File: config.mk
export PLATFORM = sky130hd
export DESIGN_NAME = pipe_stage_fifo
export DESIGN_NICKNAME = d
export VERILOG_FILES = /design/src/rtl/pipe_stage_fifo.sv
export SDC_FILE = /design/constraint.sdc
export NUM_CORES = 1
export LEC_CHECK = 0
export ABC_AREA = 0
export CORE_MARGIN = 1
export CORE_UTILIZATION = 48
export DETAILED_ROUTE_END_ITERATION = 7
export GPL_ROUTABILITY_DRIVEN = 0
export GPL_TIMING_DRIVEN = 0
export PLACE_DENSITY = 0.75
export SETUP_SLACK_MARGIN = 0.2
export SYNTH_ARGS = -nofsm -noshare
export SYNTH_HDL_FRONTEND = slang
export SYNTH_SLANG_ARGS = --single-unit
export TNS_END_PERCENT = 1
File: constraint.sdc
create_clock -name clk -period 7.89 [get_ports clk]
set_clock_uncertainty 0.1 [all_clocks]
set_input_delay 0.789 -clock clk [delete_from_list [all_inputs] [get_ports clk]]
set_output_delay 0.789 -clock clk [all_outputs]
set_load 0.02 [all_outputs]
File: src/rtl/pipe_stage_fifo.sv
// pipe_stage_fifo: elastic pipeline register between two core stages.
// It holds up to DEPTH opaque WIDTH-bit payloads and uses valid/ready
// handshakes on both sides. A synchronous flush squashes all stored entries
// for branch and exception recovery.
//
// Parameters
//   WIDTH       payload width in bits (>= 1)
//   DEPTH       number of storage entries (>= 1, need not be a power of two)
//   FALLTHROUGH 0: registered output. 1: when the buffer is empty, the input
//               is presented combinationally at the output.
//
// Ports
//   clk        rising-edge clock
//   reset      synchronous, active-high reset
//   flush      discards every stored entry and any concurrent input
//   in_valid   upstream offers in_data
//   in_ready   buffer accepts in_data this cycle
//   in_data    payload from upstream
//   out_valid  out_data holds a valid entry
//   out_ready  downstream consumes out_data this cycle
//   out_data   head payload, 0 when out_valid is low
//   count      number of stored entries
module pipe_stage_fifo #(
  parameter int WIDTH       = 64,
  parameter int DEPTH       = 2,
  parameter int FALLTHROUGH = 0
) (
  input  logic                       clk,
  input  logic                       reset,
  input  logic                       flush,
  input  logic                       in_valid,
  output logic                       in_ready,
  input  logic [WIDTH-1:0]           in_data,
  output logic                       out_valid,
  input  logic                       out_ready,
  output logic [WIDTH-1:0]           out_data,
  output logic [$clog2(DEPTH+1)-1:0] count
);

  localparam int CW = $clog2(DEPTH + 1);
  localparam int PW = (DEPTH > 1) ? $clog2(DEPTH) : 1;
  localparam logic [CW-1:0] FULL = CW'(DEPTH);

  logic [WIDTH-1:0] mem [DEPTH];
  logic [PW-1:0]    rd_ptr;
  logic [PW-1:0]    wr_ptr;

  logic empty;
  logic bypass;
  logic push;
  logic pop;
  logic store;
  logic deq;

  function automatic logic [PW-1:0] next_ptr(input logic [PW-1:0] p);
    return (p == PW'(DEPTH - 1)) ? '0 : p + PW'(1);
  endfunction

  assign empty  = (count == '0);
  assign bypass = (FALLTHROUGH != 0) && empty;

  // in_ready looks only at occupancy and flush. A pop in the same cycle does
  // not free a slot, so there is no path from out_ready to in_ready.
  assign in_ready = (count != FULL) && !flush;

  always_comb begin
    out_valid = 1'b0;
    out_data  = '0;
    if (bypass) begin
      out_valid = in_valid && !flush;
      if (out_valid) out_data = in_data;
    end else begin
      out_valid = !empty && !flush;
      if (out_valid) out_data = mem[rd_ptr];
    end
  end

  assign push = in_valid && in_ready;
  assign pop  = out_valid && out_ready;

  // In bypass mode a simultaneous push and pop is forwarded straight through.
  // Nothing is written to storage and the read pointer does not move.
  assign store = push && !(bypass && pop);
  assign deq   = pop && !bypass;

  always_ff @(posedge clk) begin
    if (reset || flush) begin
      count  <= '0;
      rd_ptr <= '0;
      wr_ptr <= '0;
    end else begin
      if (store) wr_ptr <= next_ptr(wr_ptr);
      if (deq)   rd_ptr <= next_ptr(rd_ptr);
      if (store && !deq)      count <= count + CW'(1);
      else if (deq && !store) count <= count - CW'(1);
    end
  end

  // Storage needs no reset; entries are only read while counted as valid.
  always_ff @(posedge clk) begin
    if (!reset && store) mem[wr_ptr] <= in_data;
  end

endmodule
# Yosys cells after proc, flatten, opt, wreduce, memory -nomap -nowiden
# Memories as Yosys holds them, arrays and structs flattened. A register that Yosys moved wholly into a read port is not among the register bits.
# Cells that the tools add are included.
[op_classes] n_mux=9 add_sub_neg=4 n_eq_ne=1 reduce_logical=15
[ops] op="two-way mux 64 bit" n=1
[ops] op="logical AND 1 bit" n=7
[ops] op="two-way mux 1 bit" n=6
[ops] op="logical NOT 1 bit" n=5
[ops] op="two-way mux 2 bit" n=2
[ops] op="adder 1 bit, second input constant" n=2
[ops] op="adder 2 x 1 -> 2 bit, second input constant" n=1
[ops] op="logical NOT 2 bit" n=1
[ops] op="!= test 2 bit, second input constant" n=1
[ops] op="nonzero test 2 bit" n=1
[ops] op="subtractor 2 x 1 -> 2 bit, second input constant" n=1
[ops] op="logical OR 1 bit" n=1
[totals] reg_bits=4 mem_bits_rw=128 mem_count=1 inputBits=69 wordCells=33
[mem_list] memory="mem" words=2 width=64 read_ports=1 rd_clocked_by_memory_dff=1 write_ports=1 line_no="44" text="logic [WIDTH-1:0] mem [DEPTH];"

# Depth between registers and ports, before layout
# Gate-level depths: netlist of the first run.
[logic_depth] depth_word=7 mapped_depth=9 ltp_nobuf=8

# Worst setup path before layout of the first run
# No wires, ideal clock.
[synth_path] kind="input to register" start="input flush" end="memory mem[0][0], enable pin" setup_time_ns=0.565 stages=3 slack_ns=1.642 required_time_ns=7.225 arrival_time_ns=5.583 path_cell_list="or2_2 -> clkbuf_1 -> nor3_1"
[synth_via] elab_chain_cells=6
[synth_rtl] element="from (decl)" line_no="30" text="input logic flush,"
[synth_rtl] element="logical NOT 1 bit" line_no="64" text="assign in_ready = (count != FULL) && !flush;"
[synth_rtl] element="logical AND 1 bit" line_no="64"
[synth_rtl] element="logical AND 1 bit" line_no="78" text="assign push = in_valid && in_ready;"
[synth_rtl] element="logical AND 1 bit" line_no="101" text="if (!reset && store) mem[wr_ptr] <= in_data;"
[synth_rtl] element="two-way mux 1 bit" line_no="101"
[synth_rtl] element="two-way mux 1 bit (not written as such)" line_no="101"
[synth_rtl] element="to (decl)" line_no="44"
# No other way between the ends.

# Worst setup path in the final report of the first run
[layout_path] start="input flush" end="output out_data[47]"
[layout_via] elab_chain_cells=3
[layout_rtl] element="logical NOT 1 bit" line_no="73" text="out_valid = !empty && !flush;"
[layout_rtl] element="logical AND 1 bit" line_no="73"
[layout_rtl] element="two-way mux 64 bit" line_no="74" text="if (out_valid) out_data = mem[rd_ptr];"
[layout_rtl] element="to (decl)" line_no="36" text="output logic [WIDTH-1:0] out_data,"
# No other way between the ends.

==> results.md, run 1 <==
* DR iter-0 viols at 139
* Clk sinks at 133
* H-tree levels at 4
* Clk slew on worst S/H paths at 60 ps
* Router iterations before antenna repair at 4
* Top cell type's share of synthesized area at 75.7%
* Tmin final at 3540 ps
* Core area at 10,300 um2
* Tightest Pin Transition at 672 ps
* Fillers at 715
* Peak fanout along the critical path at 10
* Remaining Overflow, GRT at 0
* Slowest CP cell: clkdlybuf4s50_1
* Area of the multi-input gates at 1030 um2
* Max incr delay on CP at 620 ps
* Sequential power share at 47.7%
* DRT Wirelength at 9790 um
* Placed Area at 6760 um2
* Lkg Pwr at 2.42 nW
* Combinational share of power at 7.0%
* Share of layout cells above drive strength 1 at 12.4%
* Std cell rows at 37
* First-pass GRT wire length at 15,300 um
* Yosys top cell by area: edfxtp_1
* Vias per cell at 4.82
* Via count at 2,983
* Synth Instances at 303
* Reg area at 3940 um2
* Die Y at 105 um
* Initial antenna violation count at 0
* Largest net degree at the start of global routing at 17
* CTS tree: done
* Post-DP HPWL at 6690 um
* Final setup vio count at 0
* Diode count at 0
* Critical path endpoint category: primary output
* Clk_lat worst skew at 510 ps
* Final slew viol count at 0
* Max Cap Viol at 0
* Psw at 354 uW
* Post-Route Utilization at 71.4%
* Final period util at 44.9%
* Worst min-delay path class: flop to flop
* Post-DRT Antenna Nets at 0
* Slew HR at 55.0%
* Post-Syn Nets at 373
* Post-Syn Area per Cell at 16.8 um2
* Clock Power Share at 45.3%
* Max rail drop VDD at 0.150 mV
* RSZ-0062 raised after global routing: false
* Setup Crit Path Kind: primary input to primary output
* Full die area at 11,000 um2
* Fmax at 283 MHz
* CP required at 7000 ps
* Synth Warn # at 0
* Final Net Count at 540
* Drt drc at 0
* Largest cells by area after synthesis: edfxtp_1 (76%), mux2i_1 (13%), nor2_1 (5.2%), dfxtp_1 (2.0%), buf_6 (1.1%)
* Num CTS Buffers at 17
* Netlist cell types at 20
* Critical Path Most Common Cell: clkdlybuf4s50_1
* Number of buffers added on ports at 136
* Crit path buf inv count at 4
* # hold bufs at CTS at 0
* DIE WIDTH at 105 um
* Int Power at 1.31 mW
* Clk root buf: clkbuf_8
* Tot Pwr at 1.66 mW
* Final instance area at 7340 um2
* Crit-path cells: clkdlybuf4s50_1 > or2_1 > buf_4 > buf_6 > nor2_1 > clkdlybuf4s50_1
* Status: completed
* IO Pins at 137
* GRT Overall Usage at 19.1%
* Critical Path Start Type: primary input
* Critical path arrival at 2650 ps
* Postcts setup bufs at 0
* Pwr Density at 227 nW/um2
* WL/cell at 15.8 um
* Kind of cell adding the most delay to the critical path: buffers and inverters
* Post-CTS resize count at 0
* Clock Path Buffers at 2
* Layout area overhead at 44.5%
* Sequential area share after synthesis at 77.6%
* Post-Synthesis Cell Area at 5080 um2
* #FFs+latches synth at 133
* Switch share at 21.3%
* Initial Util at 49.4%
* Vias in the first global route at 3,194
* Final hold violations at 0
cell usage in the layout (no fill, tap or decap):
cell / n
clkdlybuf4s50_1: 136
edfxtp_1: 128
nor2_1: 70
mux2i_1: 64
clkbuf_16: 16
buf_6: 13
buf_2: 7
dfxtp_1: 5
inv_6: 5
buf_4: 3
inv_1: 3
xor2_1: 3
o21ai_0: 3
clkinv_4: 3
clkinvlp_4: 3
clkbuf_1: 2
nor3_2: 2
or3_1: 2
a21oi_1: 2
bufinv_16: 2
buf_8: 2
nor2b_1: 1
nand2b_1: 1
or2_1: 1
or2_2: 1
nand2_1: 1
ha_1: 1
clkbuf_8: 1
clkinv_2: 1
inv_8: 1
power groups by stage:
stage                     clock, mW  sequential [mW]  combinational (mW)
after CTS                     0.769            0.793               0.117
after detailed placement          0            0.808               0.116
after floorplan                   0            0.810              0.0450
after global placement            0            0.811               0.109
final                         0.753            0.793               0.116
after global routing          0.795            0.794               0.125
synthesized netlist by cell type, drive strengths merged:
cell type / instances
edfxtp: 128
nor2: 70
mux2i: 64
buf: 13
dfxtp: 5
inv: 3
o21ai: 3
xor2: 3
a21oi: 2
clkbuf: 2
nor3: 2
or2: 2
or3: 2
ha: 1
nand2: 1
nand2b: 1
nor2b: 1
logic make-up (layout without fill, tap and decap cells):
kind of cell | count (synthesis) | count (layout) | share of synthesized area [%]
flip-flops | 133 | 133 | 77.6
multiplexers | 64 | 64 | 12.6
AND/OR/NAND/NOR | 79 | 79 | 6.18
XOR/XNOR | 3 | 3 | 0.517
adder cells (fa/ha/maj) | 1 | 1 | 0.246
buffers and inverters | 18 | 198 | 2.32
AO/OA/AOI/OAI | 5 | 5 | 0.493
cell type report:
type                            instances  area share (%)
Sequential cell                       133            53.7
Timing Repair Buffer                  148            20.4
Multi-Input combinational cell        152            14.0
Clock buffer                           17            5.64
Tap cell                              136            2.32
Clock inverter                         15            2.30
Buffer                                 15            1.45
Inverter                                3           0.153
worst paths after layout:
check / from / endpoint / slack (ps) / depth (start not counted)
setup / recovery: flush / out_data[47] / 4350 / 6
hold / removal: rd_ptr / flop / 420 / 2
setup reg to reg: count[0] / mem[0][17] / 5520 / 6
hold reg to reg: rd_ptr / flop / 420 / 2
worst min-delay path, delay by kind of cell, from the launching register on:
kind	cells	cell delay (ps)
xor+xnor	1	80
simple gates	1	80
flops	1	320
flip-flops by register name, indices dropped and copies added (netlist names), named ones only:
signal	flops
mem	128
wr_ptr	1
rd_ptr	1
count	2
stage by stage:
| stage | cells | setup WS (ps) | hold WS, ps | TNS [ps] |
|---|---|---|---|---|
| 2_1_floorplan | 303 | 1640 | 372 | 0 |
| 3_3_place_gp | 575 | -1350 | 379 | -171430 |
| 6_report | 619 | 4350 | 416 | 0 |
| 5_1_grt | 619 | 4230 | 454 | 0 |
| 4_1_cts | 619 | 4350 | 416 | 0 |
| 3_5_place_dp | 587 | 4360 | 396 | 0 |
metal layers:
metal	wire length [um]	part of all wire, %	GRT usage (%)	vias up
li1	-	-	-	1452
met1	4040	41	22.1	1428
met2	5140	53	32.1	91
met3	418	4.3	5.30	12
met4	186	1.9	10.7	0
met5	0	0	0	-
Power figures use the tool's default switching activity.
==> inputs of run 2 (changes only) <==
==> constraint.sdc (replaced) <==
create_clock -name clk -period 3.45 [get_ports clk]
set_clock_uncertainty 0.1 [all_clocks]
set_input_delay 0.345 -clock clk [delete_from_list [all_inputs] [get_ports clk]]
set_output_delay 0.345 -clock clk [all_outputs]
set_load 0.02 [all_outputs]
==> results.md, run 2 (synthesis results as in run 1) <==
* Status: completed (unchanged)
* Grt peak-use layer: met2 (unchanged)
* Die Y at 105 um (unchanged)
* Post-CTS resize count at 0 (unchanged)
* # hold bufs at CTS at 0 (unchanged)
* IO Pins at 137 (unchanged)
* Crit path buf inv count at 3 (was 4)
* Final hold violations at 0 (unchanged)
* Layout area overhead at 43.6% (was 44.5%)
* Met3 Usage GRT at 5.12% (was 5.30%)
* CTS tree: done (unchanged)
* Critical path endpoint category: primary output (unchanged)
* DR iter-0 viols at 135 (was 139)
* Worst min-delay path class: primary input to flop (was flop to flop)
* RSZ-0062 raised after global routing: false (unchanged)
* Share of layout cells above drive strength 1 at 10.1% (was 12.4%)
* Pwr Density at 497 nW/um2 (was 227 nW/um2)
* Tmin final at 2820 ps
* Min-delay src: in_data[3] (was rd_ptr)
* Largest register FFs at 128 (unchanged)
* Met1 Usage GRT at 23.0% (was 22.1%)
* Peak fanout along the critical path at 10 (unchanged)
* Number of buffers added on ports at 136 (unchanged)
* Reg2Reg Setup Slack at 940 ps (was 5520 ps)
* Initial antenna violation count at 0 (unchanged)
* Initial Util at 49.4% (unchanged)
* Clk root buf: clkbuf_8 (unchanged)
* Tightest Pin Transition at 997 ps (was 672 ps)
* Diode count at 0 (unchanged)
* Drt drc at 0 (unchanged)
* Post-route setup slack at 631 ps (was 4350 ps)
* Max rail drop VDD at 0.368 mV (was 0.150 mV)
* Final Net Count at 534 (was 540)
* Post-Place Worst Slack at 427 ps (was 4360 ps)
* H-tree levels at 4 (unchanged)
* Core area at 10,300 um2 (unchanged)
* Worst Reg-to-Reg Cells at 5 (was 6)
* Final slew viol count at 0 (unchanged)
* CP required at 3000 ps (was 7000 ps)
* Slowest CP cell: clkdlybuf4s50_1 (unchanged)
* Router iterations before antenna repair at 4 (unchanged)
* Fillers at 720 (was 715)
* Critical path arrival at 2370 ps (was 2650 ps)
* Critical Path Start Type: flop (was primary input)
* Final period util at 81.7%
* Clk sinks at 133 (unchanged)
* Slew HR at 33.3% (was 55.0%)
* WL/cell at 15.7 um (was 15.8 um)
* Top flop regs: mem: 128 flops, count: 2 flops (unchanged)
* Kind of cell adding the most delay to the critical path: buffers and inverters (unchanged)
* R2R Path End: mem[1][19] (was mem[0][17])
* Remaining Overflow, GRT at 0 (unchanged)
* Max Cap Viol at 0 (unchanged)
* Clk slew on worst S/H paths at 60 ps (about the same)
* Lkg Pwr at 2.39 nW (was 2.42 nW)
* Std cell rows at 37 (unchanged)
* Max incr delay on CP at 640 ps (was 620 ps)
* Num CTS Buffers at 17 (unchanged)
* Clk_lat worst skew at 500 ps (was 510 ps)
* Largest net degree at the start of global routing at 20 (was 17)
* Setup Crit Path Kind: flop to primary output (was primary input to primary output)
* Hold Path Sink: mem[0][3]
* Clock Path Buffers at 2 (unchanged)
* Vias per cell at 4.86 (was 4.82)
* GRT Overall Usage at 18.8% (was 19.1%)
* Final setup vio count at 0 (unchanged)
* First-pass GRT wire length at 15,300 um (about the same)
* Post-DP HPWL at 6470 um (was 6690 um)
* Critical Path Most Common Cell: nor2_1 (was clkdlybuf4s50_1)
* Crit-path cells: nor2_1 > or2_1 > buf_4 > buf_6 > nor2_1 > clkdlybuf4s50_1 (was clkdlybuf4s50_1 > or2_1 > buf_4 > buf_6 > nor2_1 > clkdlybuf4s50_1)
* Postcts setup bufs at 0 (unchanged)
* Vias in the first global route at 3,156 (was 3,194)
* Via count at 2,977 (was 2,983)
* Post-DRT Antenna Nets at 0 (unchanged)
* Largest register by flop count: mem (unchanged)
* Post-Route Utilization at 71.0% (was 71.4%)
* Fmax at 355 MHz
* Worst hold stages at 1 (was 2)
* DRT Wirelength at 9650 um (was 9790 um)
* Commonest non-fill, non-tap cell in the layout: clkdlybuf4s50_1 (unchanged)
* Worst r2r src: count[0] (unchanged)
* Full die area at 11,000 um2 (unchanged)
* Met2 Use GR at 31.3% (was 32.1%)
* DIE WIDTH at 105 um (unchanged)
* Commonest non-fill, non-tap cells in the layout: clkdlybuf4s50_1 (136), edfxtp_1 (128), nor2_1 (70) (unchanged)
* Hold Slack at 323 ps (was 416 ps)
-- run 2: cell types whose count changed in the layout (fill, tap and decap cells not counted), moves of 3 or more --
cell      change
buf_16        +4
buf_6         -8
clkbuf_1      +6
clkbuf_8      +4
clkinv_2      +3
clkinv_4      -3
inv_6         -5
-- run 2: stage by stage --
step | power (mW) | setup TNS, ps | cell area, um2 | instances
6_report | 3.63 | 0 | 7290 | 613
5_1_grt | 3.75 | 0 | 7290 | 613
4_1_cts | 3.66 | 0 | 7290 | 613
3_5_place_dp | 2.12 | 0 | 6770 | 581
3_3_place_gp | 2.10 | -290560 | 6620 | 575
2_1_floorplan | 1.95 | -59540 | 5090 | 303
-- run 2: routing by layer --
layer / share of wire (%) / vias up
li1: - / 1443
met1: 43 / 1438
met2: 51 / 87
met3: 4.5 / 9
met4: 1.3 / 0
met5: 0 / -
-- run 2: cell type report --
cell class / instances / area (um2) / share of cell area [%]
Sequential cell: 133 / 3940 / 54.1
Timing Repair Buffer: 142 / 1500 / 20.6
Multi-Input combinational cell: 152 / 1040 / 14.3
Clock buffer: 27 / 492 / 6.74
Tap cell: 136 / 170 / 2.33
Buffer: 15 / 106 / 1.46
Clock inverter: 5 / 27.5 / 0.377
Inverter: 3 / 11.3 / 0.154
-- run 2: how the worst max path moves through the flow --
stage               startpoint      endpoint  slack [ps]  cells after the start
global placement         flush    mem[1][22]       -2270                      4
CTS                   count[0]  out_data[14]         590                      6
detailed placement       flush    mem[0][17]         430                      6
global route          count[0]  out_data[27]         480                      6
floorplan             count[0]     mem[0][0]        -470                      3
finish                count[0]  out_data[14]         630                      6
-- run 2: report_power, final --
group | switching (mW) | leakage, nW | internal, mW | total (mW)
clock network | 0.590 | 0.256 | 0.954 | 1.54
logic | 0.120 | 0.927 | 0.146 | 0.267
registers | 0.00911 | 1.20 | 1.81 | 1.82
==> inputs of run 3 (changes only) <==
--- a/config.mk
+++ b/config.mk
@@ -7,11 +7,11 @@
 export LEC_CHECK = 0
 export ABC_AREA = 0
 export CORE_MARGIN = 1
-export CORE_UTILIZATION = 48
+export CORE_UTILIZATION = 43
 export DETAILED_ROUTE_END_ITERATION = 7
 export GPL_ROUTABILITY_DRIVEN = 0
 export GPL_TIMING_DRIVEN = 0
-export PLACE_DENSITY = 0.75
+export PLACE_DENSITY = 0.71
 export SETUP_SLACK_MARGIN = 0.2
 export SYNTH_ARGS = -nofsm -noshare
 export SYNTH_HDL_FRONTEND = slang
==> constraint.sdc (replaced) <==
create_clock -name clk -period 2.5 [get_ports clk]
set_clock_uncertainty 0.1 [all_clocks]
set_input_delay 0.25 -clock clk [delete_from_list [all_inputs] [get_ports clk]]
set_output_delay 0.25 -clock clk [all_outputs]
set_load 0.02 [all_outputs]
==> results.md, run 3 (synthesis results as in run 1) <==
* Max incr delay on CP at 390 ps (was 640 ps)
* Router iterations before antenna repair at 6 (was 4)
* Pwr Density at 695 nW/um2 (was 497 nW/um2)
* Share of layout cells above drive strength 1 at 12.7% (was 10.1%)
* Num CTS Buffers at 17 (unchanged)
* Setup Crit Path Kind: flop to primary output (unchanged)
* Hold Slack at 326 ps (was 323 ps)
* Int Power at 4.04 mW (was 2.91 mW)
* DIE WIDTH at 111 um (was 105 um)
* Critical path arrival at 1890 ps (was 2370 ps)
* Critical path endpoint category: primary output (unchanged)
* Worst min-delay path class: primary input to flop (unchanged)
* Critical Path Most Common Cell: nor2_1 (unchanged)
* Lkg Pwr at 2.71 nW (was 2.39 nW)
* IO Pins at 137 (unchanged)
* Vias in the first global route at 3,055 (was 3,156)
* Remaining Overflow, GRT at 0 (unchanged)
* DR iter-0 viols at 159 (was 135)
* Status: completed (unchanged)
* Crit path buf inv count at 3 (unchanged)
* Final setup vio count at 0 (unchanged)
* Peak fanout along the critical path at 10 (unchanged)
* First-pass GRT wire length at 15,200 um (was 15,300 um)
* Vias per cell at 4.83 (was 4.86)
* Worst Reg-to-Reg Cells at 5 (unchanged)
* Largest net degree at the start of global routing at 18 (was 20)
* H-tree levels at 4 (unchanged)
* Critical Path Start Type: flop (unchanged)
* Core area at 11,500 um2 (was 10,300 um2)
* CTS tree: done (unchanged)
* Via count at 3,003 (was 2,977)
* GRT Overall Usage at 16.4% (was 18.8%)
* Max rail drop VDD at 0.414 mV (was 0.368 mV)
* Switch share at 20.9% (was 19.8%)
* Post-route setup slack at 261 ps (was 631 ps)
* Commonest non-fill, non-tap cell in the layout: edfxtp_1 (was clkdlybuf4s50_1)
* Number of buffers added on ports at 136 (unchanged)
* Top flop regs: mem: 128 flops, count: 2 flops (unchanged)
* Clock Power Share at 44.0% (was 42.6%)
* Final hold violations at 0 (unchanged)
* Fmax at 447 MHz
* Slew HR at 55.0% (was 33.3%)
* Std cell rows at 39 (was 37)
* Initial Util at 44.3% (was 49.4%)
* Clock Path Buffers at 2 (unchanged)
* Slowest CP cell: dfxtp_4 (was clkdlybuf4s50_1)
* Clk slew on worst S/H paths at 60 ps (about the same)
* Psw at 1.07 mW (was 719 uW)
* RSZ-0062 raised after global routing: true (was false)
* Commonest non-fill, non-tap cells in the layout: edfxtp_1 (128), clkdlybuf4s50_1 (71), nor2_1 (70) (was clkdlybuf4s50_1 (136), edfxtp_1 (128), nor2_1 (70))
* Tightest Pin Transition at 673 ps (was 997 ps)
* R2R Path End: mem[0][59] (was mem[1][19])
* Post-DRT Antenna Nets at 0 (unchanged)
* Reg2Reg Setup Slack at 450 ps (was 940 ps)
* Tmin final at 2240 ps
* CP endpoint: out_data[20] (was out_data[14])
* Die Y at 111 um (was 105 um)
* Crit. Startpoint: count[0] (unchanged)
* Largest register by flop count: mem (unchanged)
* Worst r2r src: count[1] (was count[0])
* Setup TNS at 0 ps (unchanged)
* Reg area at 3950 um2 (was 3940 um2)
* Final Net Count at 536 (was 534)
* Clk root buf: clkbuf_16 (was clkbuf_8)
* Clk sinks at 133 (unchanged)
* Kind of cell adding the most delay to the critical path: buffers and inverters (unchanged)
* Postcts setup bufs at 0 (unchanged)
* Layout area overhead at 44.6% (was 43.6%)
* Tot Pwr at 5.10 mW (was 3.63 mW)
* Post-DP HPWL at 6670 um (was 6470 um)
* Diode count at 0 (unchanged)
* Initial antenna violation count at 0 (unchanged)
* DRT Wirelength at 9580 um (was 9650 um)
* Crit-path cells: nor2_1 > or2_1 > buf_4 > buf_6 > nor2_1 > dlygate4sd2_1 (was nor2_1 > or2_1 > buf_4 > buf_6 > nor2_1 > clkdlybuf4s50_1)
* CP required at 2150 ps (was 3000 ps)
* Drt drc at 0 (unchanged)
* Max Cap Viol at 0 (unchanged)
* Combinational share of power at 7.0% (was 7.4%)
* Final period util at 89.6%
* Largest register FFs at 128 (unchanged)
* Final slew viol count at 0 (unchanged)
* WL/cell at 15.4 um (was 15.7 um)
* Clk_lat worst skew at 400 ps (was 500 ps)
* Sequential power share at 49.1% (was 50.1%)
* Fillers at 855 (was 720)
* Area of the multi-input gates at 1060 um2 (was 1040 um2)
* Critical Path Stages at 6 (unchanged)
* Post-Route Utilization at 64.1% (was 71.0%)
* Post-Place Worst Slack at -68.2 ps (was 427 ps)
* Full die area at 12,300 um2 (was 11,000 um2)
==> run 3: power by group through the flow <==
stage / clock network [mW] / logic [mW] / registers [mW]
after floorplan: 0 / 0.148 / 2.55
after global placement: 0 / 0.350 / 2.55
after detailed placement: 0 / 0.378 / 2.55
after CTS: 2.30 / 0.361 / 2.50
after global routing: 2.39 / 0.382 / 2.51
final: 2.24 / 0.356 / 2.50
==> run 3: how the worst min path moves through the flow <==
| stage | start | to | slack (ps) | cells after the start |
|---|---|---|---|---|
| finish | in_data[60] | mem[0][60] | 330 | 1 |
| global route | in_data[60] | mem[1][60] | 300 | 1 |
| CTS | in_data[60] | mem[1][60] | 310 | 1 |
| detailed placement | rd_ptr | flop | 390 | 2 |
| global placement | rd_ptr | rd_ptr | 390 | 2 |
| floorplan | in_data[0] | mem[0][0] | 250 | 0 |
==> run 3: final cells by class <==
cell class / count / share of cell area (%)
Timing Repair Buffer: 144 / 20.1
Clock inverter: 14 / 1.55
Multi-Input combinational cell: 152 / 14.4
Tap cell: 143 / 2.44
Buffer: 15 / 1.75
Sequential cell: 133 / 53.8
Inverter: 3 / 0.153
Clock buffer: 18 / 5.84
==> run 3: timing repair <==
action	CTS	global route
pin swaps	0	0
gates resized for setup	73	6
hold buffers	0	0
setup endpoints to repair	65	22
==> run 3: metal layers <==
| layer | part of all wire (%) | routed length [um] | up-vias | track usage, % |
|---|---|---|---|---|
| li1 | - | - | 1445 | - |
| met1 | 41 | 3970 | 1446 | 19.4 |
| met2 | 53 | 5040 | 106 | 27.8 |
| met3 | 5.2 | 497 | 6 | 5.25 |
| met4 | 0.79 | 76 | 0 | 6.40 |
| met5 | 0 | 0 | - | 0 |
==> run 3: through the flow <==
| stage | instance area (um2) | cells |
|---|---|---|
| after floorplan | 5130 | 303 |
| after CTS | 7340 | 622 |
| after detailed placement | 6860 | 590 |
| after global routing | 7350 | 622 |
| after global placement | 6670 | 582 |
| final | 7350 | 622 |
